==> src/rtl/pio_sw_irq_sequencer.sv <==
// Avalon-MM master servicing the switch PIO: programs irq_mask, then on each irq reads
// edge_capture, clears it, reads the switch level and hands the result to a consumer.
module pio_sw_irq_sequencer #(
    parameter int unsigned           WIDTH     = 10,
    parameter logic [WIDTH-1:0]      MASK_INIT = {WIDTH{1'b1}},
    parameter int unsigned           CNT_W     = 16
) (
    input  logic             clk,
    input  logic             reset,
    input  logic             irq,
    output logic [1:0]       m_address,
    output logic             m_chipselect,
    output logic             m_write_n,
    output logic [31:0]      m_writedata,
    input  logic [31:0]      m_readdata,
    input  logic             cfg_mask_wr,
    input  logic [WIDTH-1:0] cfg_mask,
    output logic             evt_valid,
    input  logic             evt_ready,
    output logic [WIDTH-1:0] evt_edges,
    output logic [WIDTH-1:0] evt_level,
    output logic [CNT_W-1:0] evt_count,
    output logic             busy
);

    localparam logic [1:0] AddrData = 2'd0;
    localparam logic [1:0] AddrMask = 2'd2;
    localparam logic [1:0] AddrEdge = 2'd3;

    // StInit is the reset state with an idle bus; StInitWr carries the irq_mask write.
    typedef enum logic [3:0] {
        StInit, StInitWr, StIdle, StMaskWr, StRdCap, StRdCapW, StClr, StRdLvl, StRdLvlW, StEmit
    } state_e;

    state_e           state_q, state_d;
    logic [WIDTH-1:0] mask_q, mask_d;
    logic             pend_q, pend_d;
    logic [WIDTH-1:0] edges_q, edges_d;
    logic             spur_q, spur_d;
    logic             valid_q, valid_d;
    logic [WIDTH-1:0] evt_edges_q, evt_edges_d;
    logic [WIDTH-1:0] evt_level_q, evt_level_d;
    logic [CNT_W-1:0] cnt_q, cnt_d;
    logic             cs_q, cs_d;
    logic             wr_n_q, wr_n_d;
    logic [1:0]       addr_q, addr_d;
    logic [31:0]      wdata_q, wdata_d;
    logic [WIDTH-1:0] cap_masked;
    logic             unused_rd;

    assign unused_rd  = ^m_readdata[31:WIDTH];
    assign cap_masked = m_readdata[WIDTH-1:0] & mask_q;

    always_comb begin
        state_d     = state_q;
        mask_d      = mask_q;
        pend_d      = pend_q;
        edges_d     = edges_q;
        spur_d      = spur_q;
        valid_d     = valid_q;
        evt_edges_d = evt_edges_q;
        evt_level_d = evt_level_q;
        cnt_d       = cnt_q;

        if (cfg_mask_wr) begin
            mask_d = cfg_mask;
            pend_d = 1'b1;
        end

        case (state_q)
            StInit:   state_d = StInitWr;
            StInitWr: state_d = StIdle;
            StIdle: begin
                if (pend_q) begin
                    state_d = StMaskWr;
                    // A request arriving on this very cycle must stay pending for a rewrite.
                    if (!cfg_mask_wr) pend_d = 1'b0;
                end else if (irq) begin
                    state_d = StRdCap;
                end
            end
            StMaskWr: state_d = StIdle;
            StRdCap:  state_d = StRdCapW;
            StRdCapW: begin
                edges_d = cap_masked;
                spur_d  = (cap_masked == '0);
                state_d = StClr;
            end
            StClr:    state_d = spur_q ? StIdle : StRdLvl;
            StRdLvl:  state_d = StRdLvlW;
            StRdLvlW: begin
                evt_level_d = m_readdata[WIDTH-1:0];
                evt_edges_d = edges_q;
                valid_d     = 1'b1;
                state_d     = StEmit;
            end
            StEmit: begin
                if (evt_ready) begin
                    valid_d = 1'b0;
                    if (cnt_q != '1) cnt_d = cnt_q + CNT_W'(1);
                    state_d = StIdle;
                end
            end
            default:  state_d = StInit;
        endcase
    end

    // Bus outputs are registered from the next state so they line up with the state register.
    always_comb begin
        cs_d    = 1'b0;
        wr_n_d  = 1'b1;
        addr_d  = AddrData;
        wdata_d = '0;
        case (state_d)
            StInitWr, StMaskWr: begin
                cs_d    = 1'b1;
                wr_n_d  = 1'b0;
                addr_d  = AddrMask;
                wdata_d = 32'(mask_q);
            end
            StRdCap: begin
                cs_d   = 1'b1;
                addr_d = AddrEdge;
            end
            StRdCapW: addr_d = AddrEdge;
            StClr: begin
                cs_d   = 1'b1;
                wr_n_d = 1'b0;
                addr_d = AddrEdge;
            end
            StRdLvl: cs_d = 1'b1;
            default: ;
        endcase
    end

    always_ff @(posedge clk or posedge reset) begin
        if (reset) begin
            state_q     <= StInit;
            mask_q      <= MASK_INIT;
            pend_q      <= 1'b0;
            edges_q     <= '0;
            spur_q      <= 1'b0;
            valid_q     <= 1'b0;
            evt_edges_q <= '0;
            evt_level_q <= '0;
            cnt_q       <= '0;
            cs_q        <= 1'b0;
            wr_n_q      <= 1'b1;
            addr_q      <= 2'd0;
            wdata_q     <= '0;
        end else begin
            state_q     <= state_d;
            mask_q      <= mask_d;
            pend_q      <= pend_d;
            edges_q     <= edges_d;
            spur_q      <= spur_d;
            valid_q     <= valid_d;
            evt_edges_q <= evt_edges_d;
            evt_level_q <= evt_level_d;
            cnt_q       <= cnt_d;
            cs_q        <= cs_d;
            wr_n_q      <= wr_n_d;
            addr_q      <= addr_d;
            wdata_q     <= wdata_d;
        end
    end

    assign m_chipselect = cs_q;
    assign m_write_n    = wr_n_q;
    assign m_address    = addr_q;
    assign m_writedata  = wdata_q;
    assign evt_valid    = valid_q;
    assign evt_edges    = evt_edges_q;
    assign evt_level    = evt_level_q;
    assign evt_count    = cnt_q;
    assign busy         = (state_q != StIdle);

endmodule

==> config.mk <==
export PLATFORM = sky130hd
export DESIGN_NAME = pio_sw_irq_sequencer
export DESIGN_NICKNAME = d
export VERILOG_FILES = /design/src/rtl/pio_sw_irq_sequencer.sv
export SDC_FILE = /design/constraint.sdc
export NUM_CORES = 1
export LEC_CHECK = 0
export BUFFER_PORTS_ARGS = -buffer_cell sky130_fd_sc_hd__buf_2
export CAP_MARGIN = 20
export CORE_MARGIN = 4
export CORE_UTILIZATION = 49
export DETAILED_ROUTE_END_ITERATION = 6
export GPL_TIMING_DRIVEN = 0
export PLACE_DENSITY = 0.79
export SLEW_MARGIN = 15
export SYNTH_ARGS = -nofsm -noshare
export SYNTH_HDL_FRONTEND = slang
export SYNTH_SLANG_ARGS = --single-unit
==> constraint.sdc <==
create_clock -name clk -period 2.66 [get_ports clk]
set_clock_uncertainty 0.05 [all_clocks]
set_input_delay 0.266 -clock clk [delete_from_list [all_inputs] [get_ports clk]]
set_output_delay 0.266 -clock clk [all_outputs]
set_load 0.01 [all_outputs]
==> out/results.ini, run 1 <==
[clock_tree]
cts_root_buf = clkbuf_8
h-tree-depth = 3
cts_tree = yes
cts.sinks = 77
clock_path_buffers = 2
insertion_delay_ns = 0.35
cts_buffers = 9
clkTransAtPathRegs_ns = 0.09

[placed_design]
place_area_sq_um = 3955
dpl.cell_count = 454
place.gp.congestion = 0.8072
dp_hpwl_mm = 5.101
port_buffers = 76
pre_cts_slack_ns = 0.6252

[yosys]
synthArstFlopShare_pct = 100.0
synth_compound_area_share_pct = 5.087
synth_fa_ha_area_share_pct = 0.3713
ys_seq_area_share_pct = 57.59
ys_ff_latch = 77
synth_edf_count = 0
syn_area_sq_um = 3369
synth_top_family_by_area = simple AND/OR/NAND/NOR gates
ys_warn_count = 0
synth.distinct_cells = 43
synth_top_flop_cell = dfrtp_1
synth-simple-area-share_pct = 16.15
synth_cells = 279
synth_xor_area_share_pct = 2.859
synth_area_per_cell_sq_um = 12.08
synth_mux_area_share_pct = 11.14

[pwr]
power_density_nw_per_um2 = 859.3
leakagePower_nw = 2.209
vdd_drop_max_mv = 0.5511

[die]
coreArea_sq_um = 6495
dieArea_sq_um = 8267
start_util_pct = 51.88
die_w_um = 90.93
ios = 121
die_h_um = 90.93
core.rowCount = 29

[timing]
finalHoldViolCount = 0
rsz0062_at_grt = false
clock.fmax_ghz = 0.4908
max_slew_margin_pct = 57.78
period_share_pct = 76.59
tightest_slew_ns = 0.6334
finalSetupViolCount = 0
final_max_slew_viol_count = 0
setup_ws_ns = 0.6227
tns_ns = 0
period_minus_slack_ns = 2.037

[global_routing]
grt_first_pass_wirelength_mm = 11.54
antenna_found_initial = 0
grt_pass1_vias = 2412
overflow = 0
grt_max_degree = 61
grt_use_total_pct = 17.45

[cells_and_area]
stdcell_count = 471
syn_to_final_growth_pct = 23.58
final_cell_mix = buf_2, dfrtp_1, mux2_2
layout.nets = 437
final_common_cell = buf_2
finalCoreUtilization_pct = 64.11
fill_cells = 554
diodes = 0
drive_above_1_share_pct = 43.91
design_area_sq_um = 4164

[critical_path]
critPathBufInv = 2
crit_fanout = 10
worstPathCellList = clkbuf_1 -> nor3_1 -> a21boi_0 -> clkbuf_1 -> and2_1
crit_family = buffers and inverters
startpoint_type = register
cp_common_cell = clkbuf_1
crit_start = state_q[0]
path_depth = 5
end_kind = register
rrSetupSlack_ns = 0.62
slowest_delay_ns = 0.47
cp_slowest_cell = clkbuf_1
r2r_start = state_q[0]
setup.worst_path.class = reg -> reg
cp_data_arrival_time_ns = 2.28
reg2reg_depth = 5
required_ns = 2.90

[routing]
drc = 0
antenna_left = 0
drt-vias-per-instance = 4.972
vias = 2342
drt-initial-drc-count = 75
drt_pass1_iterations = 6
wl_per_cell_um = 14.69
postRouteWirelength_mm = 6.920

[job]
cap_violations = 0

[hold_path]
hp-start = cfg_mask[2]
min_path_type = in -> reg
whs_path_depth = 2

[run_status]
status = completed

==> path summary, 6_finish.rpt <==
| path | end |
|---|---|
| min in group asynchronous | evt_count[4] |
| max in group asynchronous | mask_q[3] |
| max | m_writedata[2] |
| min | mask_q[2] |
| max reg2reg | m_writedata[2] |
| min reg2reg | edges_q[0] |
==> logic make-up (layout without fill, tap and decap cells) <==
| family | after synthesis | in the layout |
|---|---|---|
| simple gates | 90 | 90 |
| flops | 77 | 77 |
| buf+inv | 37 | 131 |
| mux | 33 | 33 |
| compound gates | 29 | 29 |
| xor+xnor | 11 | 11 |
| fa+ha+maj | 1 | 1 |
| other cells | 1 | 22 |
==> layer usage <==
metal	GRT usage [%]	vias to the layer above	part of all wire, %	wire [um]
li1	-	1145	-	-
met1	21.26	1115	41	2857
met2	29.37	72	50	3490
met3	4.667	10	6.8	472
met4	7.161	0	1.4	99
met5	0	-	0	0
==> registers in the layout, indices dropped and copies added (netlist names) <==
| register | cells |
|---|---|
| evt_count | 16 |
| edges_q | 10 |
| evt_edges | 10 |
| evt_level | 10 |
| m_writedata | 10 |
| mask_q | 10 |
| state_q | 4 |
| m_address | 2 |
| evt_valid | 1 |
| m_chipselect | 1 |
| m_write_n | 1 |
| pend_q | 1 |
| spur_q | 1 |
==> worst register-to-register path: cells and delay by family, from the launching register on <==
kind	cells	cell delay, ns
AND/OR/NAND/NOR	2	0.48
buffers and inverters	2	0.70
flip-flops	1	0.43
AO/OA/AOI/OAI	1	0.33
==> cell usage after synthesis (5+ instances only) <==
cell	n	share of area [%]
dfrtp_1	66	49
mux2_2	32	11
nand2_1	29	3.2
buf_4	22	4.9
dfstp_2	11	8.6
o21ai_0	11	1.6
and2_1	10	1.9
a21oi_1	8	1.2
clkbuf_1	8	0.89
xor2_1	8	2.1
nand3_1	7	1.0
nor2_1	6	0.67
nand4_1	5	0.93
==> final cells by class <==
cell class | count | area (sq um) | area share [%]
tap | 77 | 96.34 | 2.314
inverter | 4 | 17.52 | 0.4207
timing repair buffer | 78 | 417.9 | 10.04
multi-input combinational | 186 | 1282 | 30.80
sequential | 77 | 1941 | 46.60
clock buffer | 10 | 127.6 | 3.065
buffer | 33 | 210.2 | 5.048
clock inverter | 6 | 71.32 | 1.713
==> stage by stage <==
step / power, mW / hold slack (ns)
after floorplan: 2.320 / 0.3268
after global placement: 2.677 / 0.4068
after detailed placement: 2.738 / 0.1758
after CTS: 3.625 / 0.07636
after global routing: 3.814 / 0.07579
final: 3.578 / 0.09208
==> power breakdown <==
part	leakage, nW	switching (mW)	internal [mW]
Combinational	1.15	0.546	0.470
Sequential	0.966	0.167	1.52
Clock	0.0931	0.435	0.440
==> timing repair <==
action | 4_1_cts | 5_1_grt
endpoints found under the hold margin | 17 | 0
hold buffers | 1 | 0
setup buffers | 0 | 0
resized for setup | 0 | 0
Note: power is estimated with default switching activity, not from simulation.
==> inputs of run 2 (changes only) <==
Clock period 2.66 ns to 1.9 ns, I/O delays scaled along.
==> out/results.ini, run 2 (synthesis gave the netlist of run 1 again) <==
[die]
coreArea_sq_um = 6495
core.rowCount = 29
ios = 121
dieArea_sq_um = 8267
start_util_pct = 51.88
die_w_um = 90.93
die_h_um = 90.93

[clock_tree]
cts_buffers = 9
cts_root_buf = clkbuf_8
clkTransAtPathRegs_ns = 0.09
cts_tree = yes
cts.sinks = 77
insertion_delay_ns = 0.34
h-tree-depth = 3
clock_path_buffers = 2

[pwr]
vdd_drop_max_mv = 0.6463
p_int_mw = 3.295
p_switching_mw = 1.638
p_comb_share_pct = 28.9
p_clk_share_pct = 23.1
power_frac_seq_pct = 47.9
power_density_nw_per_um2 = 1168
netSwitchingFraction_pct = 33.21
leakagePower_nw = 2.264

[placed_design]
pre_cts_slack_ns = -0.1233
dp_hpwl_mm = 5.083
place.gp.congestion = 0.7998
place_area_sq_um = 3969
port_buffers = 76

[routing]
wl_per_cell_um = 14.48
drc = 0
drt_pass1_iterations = 4
postRouteWirelength_mm = 6.862
drt-initial-drc-count = 35
vias = 2363
antenna_left = 0
drt-vias-per-instance = 4.985

[job]
cap_violations = 0

[critical_path]
startpoint_type = register
cp_data_arrival_time_ns = 1.99
end_kind = register
required_ns = 2.08
crit_fanout = 8
setup.worst_path.class = reg -> reg

[global_routing]
grt_first_pass_wirelength_mm = 11.50
grt_max_degree = 35
grt_pass1_vias = 2428
overflow = 0
antenna_found_initial = 0
grt_use_total_pct = 17.24

[timing]
final_max_slew_viol_count = 0
max_slew_margin_pct = 55.60
tns_ns = 0
period_share_pct = 95.60
finalHoldViolCount = 0
setup_ws_ns = 0.08361
finalSetupViolCount = 0
tightest_slew_ns = 0.6660
clock.fmax_ghz = 0.5505
period_minus_slack_ns = 1.816

[cells_and_area]
layout.nets = 440
drive_above_1_share_pct = 46.60
design_area_sq_um = 4224
diodes = 0
syn_to_final_growth_pct = 25.36
final_cell_mix = buf_2, dfrtp_1, mux2_2
largest_reg_flops = 16
final_common_cell = buf_2

[hold_path]
min_path_type = in -> reg

[run_status]
status = completed

[run 2: layer usage]
metal	routed length (um)	vias to the layer above	global-route usage, %
met5	0	-	0
met4	46	0	6.407
met3	467	5	4.750
met2	3502	65	29.12
met1	2845	1146	21.13
li1	-	1147	-
[run 2: per-stage QoR]
| step | hold slack (ns) | utilization [%] | std cells | power (mW) |
|---|---|---|---|---|
| after floorplan | 0.2508 | - | 300 | 3.248 |
| after global placement | 0.3727 | 60.49 | 453 | 3.748 |
| after detailed placement | 0.1721 | 61.11 | 455 | 3.818 |
| after CTS | 0.003172 | 64.34 | 472 | 4.984 |
| after global routing | 0.01029 | 65.04 | 474 | 5.270 |
| final | 0.02109 | 65.04 | 474 | 4.933 |
[run 2: layout make-up]
| cell class | instances | area (sq um) |
|---|---|---|
| Buffer | 33 | 216.5 |
| Clock buffer | 9 | 123.9 |
| Clock inverter | 7 | 58.81 |
| Fill cell | 557 | 2271 |
| Inverter | 4 | 18.77 |
| Multi-Input combinational cell | 186 | 1321 |
| Sequential cell | 77 | 1943 |
| Tap cell | 77 | 96.34 |
| Timing Repair Buffer | 81 | 445.4 |
[run 2: timing repair]
item / CTS / global route
pin swaps: 1 / 2
hold buffers: 1 / 0
buffers inserted: 0 / 2
gates cloned: 0 / 0
hold endpoints to repair: 12 / 0
gates resized for setup: 4 / 13
endpoints found under the setup margin: 18 / 17
[run 2: worst max-delay path, stage by stage, from the launching register on]
cell and delay [ns]:
dfrtp_2 0.42, ha_2 0.23, nand4_4 0.16, nor4_4 0.28
buf_4 0.20, nor2_2 0.06, mux2_4 0.30
[run 2: path summary, 6_finish.rpt]
check | depth (start not counted) | from | endpoint | slack [ns]
max | 6 | evt_count[0] | evt_count[1] | 0.08
min | 2 | cfg_mask[6] | mask_q[6] | 0.02
max reg2reg | 6 | evt_count[0] | evt_count[1] | 0.08
min reg2reg | 2 | spur_q | spur_q | 0.43
max in group asynchronous | 4 | reset | mask_q[9] | 0.88
min in group asynchronous | 3 | reset | evt_level[3] | 0.35
[run 2: power by group through the flow]
stage                     clock network, mW  registers [mW]  logic, mW
final                                  1.14            2.36       1.43
after global routing                   1.25            2.42       1.60
after CTS                              1.18            2.36       1.44
after detailed placement                  0            2.39       1.43
after global placement                    0            2.37       1.38
after floorplan                           0            2.51      0.741
==> inputs of run 3 (changes only) <==
Settings changed: CORE_ASPECT_RATIO set to 0.8.
==> out/results.ini, run 3 (synthesis gave the netlist of run 1 again) <==
[run_status]
status = completed

[pwr]
power_density_nw_per_um2 = 1155
p_total_mw = 4.889
vdd_drop_max_mv = 0.7078
leakagePower_nw = 2.264

[timing]
final_max_slew_viol_count = 0
max_slew_margin_pct = 61.31
rsz0062_at_grt = false
finalSetupViolCount = 0
clock.fmax_ghz = 0.5466
setup_ws_ns = 0.07036
finalHoldViolCount = 0
tightest_slew_ns = 0.5803
whs_ns = 0.02084
period_minus_slack_ns = 1.830
period_share_pct = 96.30

[hold_path]
min_path_type = in -> reg

[placed_design]
port_buffers = 76
dpl.cell_count = 462
dp_hpwl_mm = 5.311
place.gp.congestion = 0.7378
place_area_sq_um = 3985
pre_cts_slack_ns = -0.1449

[critical_path]
setup.worst_path.class = reg -> reg
cp_data_arrival_time_ns = 2.01
end_kind = register
crit_fanout = 8
required_ns = 2.08
startpoint_type = register

[job]
cap_violations = 0

[clock_tree]
clock_path_buffers = 2
h-tree-depth = 3
clkTransAtPathRegs_ns = 0.08
cts_buffers = 9
cts_tree = yes
insertion_delay_ns = 0.35
cts_root_buf = clkbuf_8
cts.sinks = 77

[cells_and_area]
layout.nets = 440
final_common_cell = buf_2
drive_above_1_share_pct = 46.10
largest_reg_flops = 16
design_area_sq_um = 4234
final_cell_mix = buf_2, dfrtp_1, mux2_2
syn_to_final_growth_pct = 25.66
diodes = 0
stdcell_count = 481

[routing]
drc = 0
drt_pass1_iterations = 4
postRouteWirelength_mm = 7.127
vias = 2367
drt-vias-per-instance = 4.921
wl_per_cell_um = 14.82
drt-initial-drc-count = 155
antenna_left = 0

[global_routing]
grt_pass1_vias = 2282
overflow = 0
grt_max_degree = 38
grt_use_total_pct = 17.89
antenna_found_initial = 0
grt_first_pass_wirelength_mm = 11.23

[die]
dieArea_sq_um = 8275
start_util_pct = 51.53
die_h_um = 82.17
coreArea_sq_um = 6539
die_w_um = 100.7
core.rowCount = 26
ios = 121

-- run 3: worst paths after layout --
kind | start | end | slack (ns) | depth (start not counted)
max | evt_count[1] | evt_count[1] | 0.07 | 6
max reg2reg | evt_count[1] | evt_count[1] | 0.07 | 6
max in group asynchronous | reset | mask_q[8] | 0.66 | 5
min reg2reg | evt_valid | evt_valid | 0.43 | 1
min in group asynchronous | reset | evt_edges[4] | 0.37 | 3
min | cfg_mask[3] | mask_q[3] | 0.02 | 2
-- run 3: report_power, final --
| group | internal (mW) | total [mW] | switching [mW] |
|---|---|---|---|
| registers | 2.13 | 2.39 | 0.256 |
| logic | 0.684 | 1.45 | 0.762 |
| clock network | 0.472 | 1.05 | 0.582 |
| total | 3.29 | 4.89 | 1.60 |
-- run 3: routing by layer --
layer	GRT usage (%)	vias to the layer above	routed length, um
li1	-	1151	-
met1	24.29	1139	3155
met2	26.61	66	3384
met3	5.206	11	454
met4	8.614	0	133
met5	0	-	0
-- run 3: final cells by class --
| type | count | area, sq um |
|---|---|---|
| Multi-Input combinational cell | 186 | 1335 |
| Sequential cell | 77 | 1942 |
| Fill cell | 520 | 2305 |
| Inverter | 4 | 18.77 |
| Buffer | 33 | 215.2 |
| Tap cell | 84 | 105.1 |
| Clock buffer | 10 | 127.6 |
| Clock inverter | 6 | 37.54 |
| Timing Repair Buffer | 81 | 452.9 |
-- run 3: timing repair --
item,in CTS,in global routing
pin swaps,1,1
hold endpoints to repair,18,0
endpoints found under the setup margin,28,15
resized for setup,4,10
hold buffers,1,0
setup buffers,0,2
gates cloned,0,0
-- run 3: worst max-delay path, stage by stage (launching register included) --
cell     delay [ns]
dfrtp_1        0.45
ha_4           0.19
nand4_4        0.17
nor4_4         0.30
buf_4          0.20
nor2_2         0.06
mux2_4         0.29
-- run 3: through the flow --
stage | utilization (%) | setup TNS (ns)
after global placement | 60.22 | -0.5127
after floorplan | - | 0
after global routing | 64.75 | 0
final | 64.75 | 0
after CTS | 63.89 | 0
after detailed placement | 60.95 | -1.265
